<file path="src/rtl/fixed_float_convert_pipe.sv">
// Streaming fixed-point <-> IEEE-754 single converter.
// Three stages: unpack, normalise/align, round/pack.
package fixed_float_convert_pipe_pkg;

  typedef struct packed {
    logic        valid;
    logic        op;
    logic        sign;
    logic        zero;
    logic        nan;
    logic        inf;
    logic        big;
    logic        tiny;
    logic        fnz;
    logic [10:0] sh;
    logic [4:0]  fp;
    logic [31:0] val;
  } s1_t;

  typedef struct packed {
    logic        valid;
    logic        op;
    logic        sign;
    logic        zero;
    logic        nan;
    logic        inf;
    logic        big;
    logic        tiny;
    logic        fnz;
    logic [7:0]  exp;
    logic [30:0] norm;
    logic [32:0] mag;
    logic        frac;
  } s2_t;

endpackage

module fixed_float_convert_pipe
  import fixed_float_convert_pipe_pkg::*;
#(
  parameter int FIX_W  = 32,
  parameter int FPOS_W = 5,
  parameter bit SIGNED = 1
) (
  input  logic              clk,
  input  logic              rst,
  input  logic              in_valid,
  output logic              in_ready,
  input  logic              opcode,
  input  logic [FPOS_W-1:0] fixpointpos,
  input  logic [31:0]       targetnumber,
  output logic              out_valid,
  input  logic              out_ready,
  output logic [31:0]       result,
  output logic              flag_inexact,
  output logic              flag_overflow,
  output logic              flag_invalid
);

  localparam logic signed [10:0] BIG_SH =
    11'(FIX_W - 23);
  localparam logic signed [10:0] TINY_SH =
    -11'sd32;
  localparam logic [32:0] MAG_POS = SIGNED ?
    (33'd1 << (FIX_W - 1)) - 33'd1 :
    (33'd1 << FIX_W) - 33'd1;
  localparam logic [32:0] MAG_NEG =
    33'd1 << (FIX_W - 1);
  localparam logic [FIX_W-1:0] SAT_POS =
    MAG_POS[FIX_W-1:0];
  localparam logic [FIX_W-1:0] SAT_NEG =
    SIGNED ? MAG_NEG[FIX_W-1:0] : '0;

  function automatic logic [31:0] ext(
    input logic [FIX_W-1:0] v
  );
    if (SIGNED) return 32'($signed(v));
    else return 32'(v);
  endfunction

  logic adv;
  s1_t  s1_d, s1_q;
  s2_t  s2_d, s2_q;

  assign adv      = !out_valid || out_ready;
  assign in_ready = adv;

  logic [FIX_W-1:0]   fx, fmag;
  logic               fneg;
  logic [4:0]         fpc;
  logic [7:0]         fe;
  logic signed [10:0] sh;

  always_comb begin
    fpc = (int'(fixpointpos) >= FIX_W) ?
      5'(FIX_W - 1) : 5'(fixpointpos);
    fx   = targetnumber[FIX_W-1:0];
    fneg = SIGNED && fx[FIX_W-1];
    fmag = fneg ? -fx : fx;
    fe   = targetnumber[30:23];
    sh   = $signed(11'(fe)) +
           $signed(11'(fpc)) - 11'sd150;
    s1_d       = '0;
    s1_d.valid = in_valid;
    s1_d.op    = opcode;
    s1_d.fp    = fpc;
    if (!opcode) begin
      s1_d.sign = fneg;
      s1_d.zero = (fx == '0);
      s1_d.val  = 32'(fmag);
    end else begin
      s1_d.sign = targetnumber[31];
      s1_d.zero = (fe == 8'd0);
      s1_d.fnz  = (targetnumber[22:0] != '0);
      s1_d.nan  = (fe == 8'hFF) && s1_d.fnz;
      s1_d.inf  = (fe == 8'hFF) && !s1_d.fnz;
      s1_d.big  = (sh > BIG_SH);
      s1_d.tiny = (sh < TINY_SH);
      s1_d.sh   = sh;
      s1_d.val  = {8'd0, 1'b1, targetnumber[22:0]};
    end
  end

  logic [4:0]  msb;
  logic [5:0]  lsh;
  logic [64:0] q;

  // q holds the aligned magnitude with 32 fraction bits
  always_comb begin
    msb = '0;
    for (int i = 0; i < 32; i++)
      if (s1_q.val[i]) msb = 5'(i);
    lsh = 6'($signed(s1_q.sh) + 11'sd32);
    q   = 65'(s1_q.val[23:0]) << lsh;
    s2_d       = '0;
    s2_d.valid = s1_q.valid;
    s2_d.op    = s1_q.op;
    s2_d.sign  = s1_q.sign;
    s2_d.zero  = s1_q.zero;
    s2_d.nan   = s1_q.nan;
    s2_d.inf   = s1_q.inf;
    s2_d.big   = s1_q.big;
    s2_d.tiny  = s1_q.tiny;
    s2_d.fnz   = s1_q.fnz;
    s2_d.exp   = 8'd127 + 8'(msb) - 8'(s1_q.fp);
    s2_d.norm  = 31'(s1_q.val << (5'd31 - msb));
    s2_d.mag   = q[64:32];
    s2_d.frac  = |q[31:0];
  end

  logic             rup, cry, f_inx;
  logic [22:0]      frc;
  logic [7:0]       fexp;
  logic [31:0]      f_res, x_res;
  logic             x_inx, x_ovf, x_inv;
  logic [FIX_W-1:0] fixr;

  always_comb begin
    rup = s2_q.norm[7] &&
          ((|s2_q.norm[6:0]) || s2_q.norm[8]);
    cry   = rup && (&s2_q.norm[30:8]);
    frc   = s2_q.norm[30:8] + 23'(rup);
    fexp  = s2_q.exp + 8'(cry);
    f_res = s2_q.zero ? 32'd0 :
            {s2_q.sign, fexp, frc};
    f_inx = !s2_q.zero &&
            (s2_q.norm[7] || (|s2_q.norm[6:0]));

    fixr  = s2_q.mag[FIX_W-1:0];
    x_res = '0;
    x_inx = 1'b0;
    x_ovf = 1'b0;
    x_inv = 1'b0;
    if (s2_q.nan) begin
      x_inv = 1'b1;
    end else if (s2_q.zero) begin
      x_inx = s2_q.fnz;
    end else if (!SIGNED && s2_q.sign) begin
      x_ovf = 1'b1;
    end else if (s2_q.inf || s2_q.big) begin
      x_ovf = 1'b1;
      x_res = ext(s2_q.sign ? SAT_NEG : SAT_POS);
    end else if (s2_q.tiny) begin
      x_inx = 1'b1;
    end else if (s2_q.mag >
                 (s2_q.sign ? MAG_NEG : MAG_POS)) begin
      x_ovf = 1'b1;
      x_res = ext(s2_q.sign ? SAT_NEG : SAT_POS);
    end else begin
      x_res = ext(s2_q.sign ? -fixr : fixr);
      x_inx = s2_q.frac;
    end
  end

  always_ff @(posedge clk or negedge rst) begin
    if (!rst) begin
      s1_q          <= '0;
      s2_q          <= '0;
      out_valid     <= 1'b0;
      result        <= '0;
      flag_inexact  <= 1'b0;
      flag_overflow <= 1'b0;
      flag_invalid  <= 1'b0;
    end else if (adv) begin
      s1_q          <= s1_d;
      s2_q          <= s2_d;
      out_valid     <= s2_q.valid;
      result        <= s2_q.op ? x_res : f_res;
      flag_inexact  <= s2_q.op ? x_inx : f_inx;
      flag_overflow <= s2_q.op && x_ovf;
      flag_invalid  <= s2_q.op && x_inv;
    end
  end

endmodule

</file>
<file path="config.mk">
export PLATFORM = sky130hd
export DESIGN_NAME = fixed_float_convert_pipe
export DESIGN_NICKNAME = d
export VERILOG_FILES = /design/src/rtl/fixed_float_convert_pipe.sv
export SDC_FILE = /design/constraint.sdc
export NUM_CORES = 1
export LEC_CHECK = 0
export CORE_ASPECT_RATIO = 1.5
export CORE_MARGIN = 3
export CORE_UTILIZATION = 55
export DETAILED_ROUTE_END_ITERATION = 12
export GPL_TIMING_DRIVEN = 0
export PLACE_DENSITY = 0.74
export SLEW_MARGIN = 20
export SYNTH_ARGS = -nofsm -noshare
export SYNTH_HDL_FRONTEND = slang
export SYNTH_SLANG_ARGS = --single-unit
</file>
<file path="constraint.sdc">
create_clock -name clk -period 5.7 [get_ports clk]
set_clock_uncertainty 0.05 [all_clocks]
set_input_delay 0.57 -clock clk [delete_from_list [all_inputs] [get_ports clk]]
set_output_delay 0.57 -clock clk [all_outputs]
set_load 0.01 [all_outputs]
</file>
==> impl_metrics.yaml, run 1 <==
run_status:
  status: "completed"
routing:
  drt-vias-per-instance: 6.604
  num_vias: 13740
  dr.pass1.iters: 6
  drc: 0
  ant_nets: 0
  wire_per_inst_um: 24.71
  wirelength_um: 51390
  drtIter0Drc: 1360
global_routing:
  grt_pass1_vias: 13320
  grt_pass1_wl_um: 77980
  grt.total_usage_pct: 38.56
  antenna_found_initial: 0
  grt_start_max_net_pins: 102
  grt.overflow.total: 0
placement:
  numPortBuffers: 77
  place_congestion: 1.033
  place_hpwl_um: 39890
cells_and_area:
  seq_area_mm2: 0.004255
  diodes: 0
  final_nets: 1849
  fillCellCount: 2173
  drive_above_1_share_pct: 6.019
  synthToLayoutAreaGrowth_pct: 13.46
  multi_input_area_mm2: 0.008562
setup_path:
  critPathLaunch: "s2_q[79]"
  r2r_cells: 15
  cp.arrival_ns: 5.49
  end_kind: "flip-flop"
  crit_fanout: 34
  required_ns: 5.97
  r2r_setup_slack_ns: 0.48
  worstSetupPathType: "reg2reg"
  cp-start-kind: "flip-flop"
  r2r-start: "s2_q[79]"
  r2r_end: "result[3]"
  crit_path_end: "result[3]"
floorplanning:
  chipHeight_um: 197.6
  die_area_mm2: 0.02643
  core_region_area_mm2: 0.02391
  fp-row-count: 69
  fp.dieW_um: 133.8
  start_util_pct: 56.31
  ios: 79
synthesis:
  netlist_top_cells_count: "241 x nand2_1, 170 x dfrtp_1, 160 x nor2_1, 121 x o21ai_0, 108 x a21oi_1"
  synth_most_common_cell: "nand2_1"
  async_reset_ff_share_pct: 100.0
  synth_area_per_cell_um2: 8.156
  synth-edff-count: 0
  yosysUniqueCellTypes: 80
  yosys.area.top_type: "dfrtp_1"
  synth_top_area_share_pct: 31.59
  synth_area_mm2: 0.01347
  netlist_instances: 1651
  synth_seq_area_share_pct: 31.59
  ys.flop_type: "dfrtp_1"
  ys_seq_elements: 170
  synth_nets: 1752
  yosys-top-cells-area: "dfrtp_1 32%, nand2_1 6.7%, mux2i_1 6.5%"
  yosysWarnings: 0
cts:
  postCtsResizedCells: 0
  post-cts-setup-buffer-count: 0
  cts.path.max_buffers: 2
  cts_tree: "yes"
  htree_num_levels: 4
  ctsHoldBuffers: 0
  clock_latency_ns: 0.45
  path_clk_slew_ns: 0.07
  numCtsBuffers: 17
  ctsRootBufferMaster: "clkbuf_16"
  cts.sinks: 170
power:
  p_clk_share_pct: 14.2
  p_total_mw: 8.647
  vdd_ir_drop_max_uv: 292.9
  pwr_density_cell_mw_per_mm2: 566.0
  p_int_mw: 4.287
  combPwrFrac_pct: 59.4
  p_switching_mw: 4.360
  sw_frac_of_total_pct: 50.42
  p_seq_share_pct: 26.4
  p_leak_nw: 6.483
timing:
  worst_pin_slew_ns: 1.068
  hold_violations: 0
  finalCritPeriodShare_pct: 91.59
  timing.fmax_ghz: 0.1916
  grt_setup_unrepaired: "false"
  relSlewSlack_pct: 28.80
  setup_violations: 0
  fin_setup_tns_ns: 0
  period_needed_ns: 5.220
  drv_slew: 0
run:
  cap_violations: 0
hold_path:
  hold_class: "in2async"
[cell usage in the layout, fill, tap and decap left out, drive strengths merged, types with 15 or more instances in the layout]
cell             n
nor2b           15
xnor2           38
mux4            16
a21o            20
dfrtp          170
mux2i           87
ha              57
inv             51
clkbuf         103
o21ai          143
o31ai           15
nand2          241
clkdlybuf4s50   76
mux2            21
xor2            31
nand3           40
a21oi          109
or3             16
nor2           160
buf             34
nor4            23
a22oi           18
nor3            27
a31oi           21
[worst min-delay path by stage]
stage                     startpoint        to  slack [ns]  cells after the start
after global placement      s2_q[81]  s2_q[81]        0.40                      2
after floorplan                  rst   fixr[0]        0.22                      0
final                            rst   fixr[9]       0.009                      1
after detailed placement    s2_q[81]  s2_q[81]        0.40                      2
after global routing             rst   fixr[9]        0.07                      1
after CTS                        rst  fixr[12]        0.05                      1
[metrics by stage]
step / setup slack (ns) / cells / util [%] / area [um^2] / hold WS, ns
detailed placement: 0.7323 / 2048 / 61.34 / 14670 / 0.3990
global placement: -2.897 / 2047 / 61.20 / 14640 / 0.3952
CTS: 0.7397 / 2080 / 63.88 / 15280 / 0.05462
floorplan: 1.673 / 1651 / - / 13470 / 0.2244
global route: 0.3494 / 2080 / 63.88 / 15280 / 0.06675
finish: 0.4796 / 2080 / 63.88 / 15280 / 0.009474
[critical path, cell delays in order, from the launching register on]
cell and delay (ns):
dfrtp_2 0.67, inv_1 0.26, clkbuf_1 0.41, clkbuf_1 0.64
ha_1 0.31, or4_1 0.14, nor2_1 0.04, a211oi_1 0.32
o31a_1 0.26, and2_1 0.14, clkbuf_1 0.21, clkbuf_1 0.42
clkbuf_1 0.50, o21ai_0 0.19, a31oi_1 0.41, nor2_1 0.10
[logic make-up after synthesis]
| logic type | synth area share [%] |
|---|---|
| muxes | 10.90 |
| xor gates and xnor gates | 4.488 |
| buffers and inverters | 4.823 |
| and+or+nand+nor | 20.12 |
| adders and majority gates | 5.594 |
| AOI/OAI and AO/OA | 22.49 |
| DFF | 31.59 |
[final cells by class]
type,count,area share [%]
Sequential cell,170,27.85
Tap cell,319,2.613
Buffer,117,3.096
Clock buffer,18,2.809
Inverter,47,1.155
Clock inverter,14,1.171
Multi-Input combinational cell,1317,56.04
Timing Repair Buffer,78,5.258
[flip-flops by register name (all words and copies together) (netlist names)]
| name | flops |
|---|---|
| fixr | 32 |
| result | 32 |
| out_valid | 1 |
| flag_invalid | 1 |
| s2_q | 50 |
| s1_q | 52 |
| flag_inexact | 1 |
| flag_overflow | 1 |
[layer usage]
metal / global-route usage [%] / part of all wire [%] / vias up
met5: 0.5556 / 0 / -
met4: 27.68 / 8.6 / 0
met3: 4.893 / 6.2 / 219
met2: 65.98 / 48 / 726
met1: 44.29 / 37 / 6587
li1: - / - / 6205
[power by group through the flow]
stage	Combinational, mW	Sequential, mW	Clock (mW)
final	5.14	2.28	1.23
after CTS	5.02	2.24	1.22
after global placement	4.91	2.25	0
after global routing	5.52	2.32	1.27
after floorplan	3.32	2.09	0
after detailed placement	4.99	2.27	0
No activity file was read; power rests on OpenSTA's default activity.
==> inputs of run 2 (changes only) <==
--- a/config.mk
+++ b/config.mk
@@ -6,7 +6,7 @@
 export NUM_CORES = 1
 export LEC_CHECK = 0
 export CORE_ASPECT_RATIO = 1.5
-export CORE_MARGIN = 3
+export CORE_MARGIN = 2
 export CORE_UTILIZATION = 55
 export DETAILED_ROUTE_END_ITERATION = 12
 export GPL_TIMING_DRIVEN = 0
==> impl_metrics.yaml, run 2 (synthesis gave the netlist of run 1 again) <==
routing:
  drc: 0
  wirelength_um: 50930
  drt-vias-per-instance: 6.461
  drtIter0Drc: 1049
  wire_per_inst_um: 24.44
  num_vias: 13470
  ant_nets: 0
  dr.pass1.iters: 6
run:
  cap_violations: 0
global_routing:
  grt_pass1_wl_um: 78360
  grt_pass1_vias: 13370
  grt.overflow.total: 0
  antenna_found_initial: 0
  grt_start_max_net_pins: 98
  grt.total_usage_pct: 39.91
cts:
  htree_num_levels: 4
  cts.path.max_buffers: 2
  clock_latency_ns: 0.45
  path_clk_slew_ns: 0.07
  cts.sinks: 170
  ctsHoldBuffers: 0
  post-cts-setup-buffer-count: 0
  ctsRootBufferMaster: "clkbuf_16"
  cts_tree: "yes"
  postCtsResizedCells: 0
  numCtsBuffers: 17
floorplanning:
  fp-row-count: 70
  ios: 79
  fp.dieW_um: 131.8
  die_area_mm2: 0.02578
  chipHeight_um: 195.6
  core_region_area_mm2: 0.02426
  start_util_pct: 55.50
power:
  pwr_density_cell_mw_per_mm2: 562.1
  p_total_mw: 8.579
  p_leak_nw: 6.478
  vdd_ir_drop_max_uv: 303.4
timing:
  finalCritPeriodShare_pct: 91.31
  drv_slew: 0
  period_needed_ns: 5.205
  worst_hold_slack_ns: 0.02306
  relSlewSlack_pct: 31.31
  fin_setup_tns_ns: 0
  fin_ws_ns: 0.4951
  grt_setup_unrepaired: "false"
  timing.fmax_ghz: 0.1921
  hold_violations: 0
  worst_pin_slew_ns: 1.030
  setup_violations: 0
placement:
  placed_area_mm2: 0.01468
  place_congestion: 1.006
  placed_cells: 2053
  place_hpwl_um: 40200
  place_ws_ns: 0.6699
  numPortBuffers: 77
setup_path:
  r2r_cells: 13
  required_ns: 5.95
  crit_fanout: 34
  r2r-start: "s2_q[79]"
  cp.arrival_ns: 5.46
  r2r_end: "result[21]"
  r2r_setup_slack_ns: 0.50
  worstSetupPathType: "reg2reg"
  cp-start-kind: "flip-flop"
  end_kind: "flip-flop"
cells_and_area:
  largest_register: "s1_q"
  drive_above_1_share_pct: 6.023
  fin_cells: 2084
  fin_area_mm2: 0.01526
  final_common_cell: "nand2_1"
  layout_common_cells: "241 x nand2_1, 169 x dfrtp_1, 160 x nor2_1"
  synthToLayoutAreaGrowth_pct: 13.34
  reg.largest.list: "s1_q (52), s2_q (50)"
  diodes: 0
  final_nets: 1849
  final_util_pct: 62.91
  largest_reg_flops: 52
hold_path:
  hold_class: "in2async"
run_status:
  status: "completed"
[run 2: changes by cell type in the layout (fill, tap and decap cells not counted)]
cell,before,now
bufinv_16,2,1
clkbuf_1,86,85
clkbuf_8,0,4
clkinv_2,0,1
clkinv_4,4,3
clkinv_8,1,0
inv_8,3,1
[run 2: worst max-delay path: stages, from the launching register on]
cell      delay [ns]
dfrtp_2         0.82
inv_1           0.26
clkbuf_1        0.33
clkbuf_1        0.40
ha_1            0.35
or4_1           0.55
nor2_1          0.10
a211oi_1        0.09
o31a_1          0.33
a21oi_1         0.59
clkbuf_1        0.43
a21oi_1         0.08
o211ai_1        0.52
a21oi_1         0.15
[run 2: layout make-up]
type	instances	area, um^2
flip-flops and latches	170	4255
well taps	324	405.4
multi-input cells	1317	8562
repair buffers	78	803.3
plain buffers	117	473.0
clock buffers	21	480.5
inverters	47	176.4
fillers	2200	8999
clock inverters	10	106.4
[run 2: power breakdown]
| group | internal [mW] | switching [mW] | leakage, nW |
|---|---|---|---|
| Sequential | 1.67 | 0.599 | 2.12 |
| Combinational | 1.95 | 3.19 | 4.07 |
| Clock | 0.654 | 0.512 | 0.288 |
[run 2: worst max-delay path by stage]
stage | start | endpoint | cells after the start
global route | s2_q[79] | result[10] | 15
CTS | s2_q[79] | result[21] | 13
global placement | rst | s1_q[35] | 1
finish | s2_q[79] | result[21] | 13
detailed placement | s2_q[79] | result[21] | 13
floorplan | s2_q[79] | result[8] | 14
[run 2: metal layers]
layer  vias to the layer above  global-route usage (%)  share of wire (%)
li1                       6197                       -                  -
met1                      6405                   45.24                 37
met2                       656                   68.10                 48
met3                       207                   5.010                5.5
met4                         0                   31.08                8.8
met5                         -                       0                  0
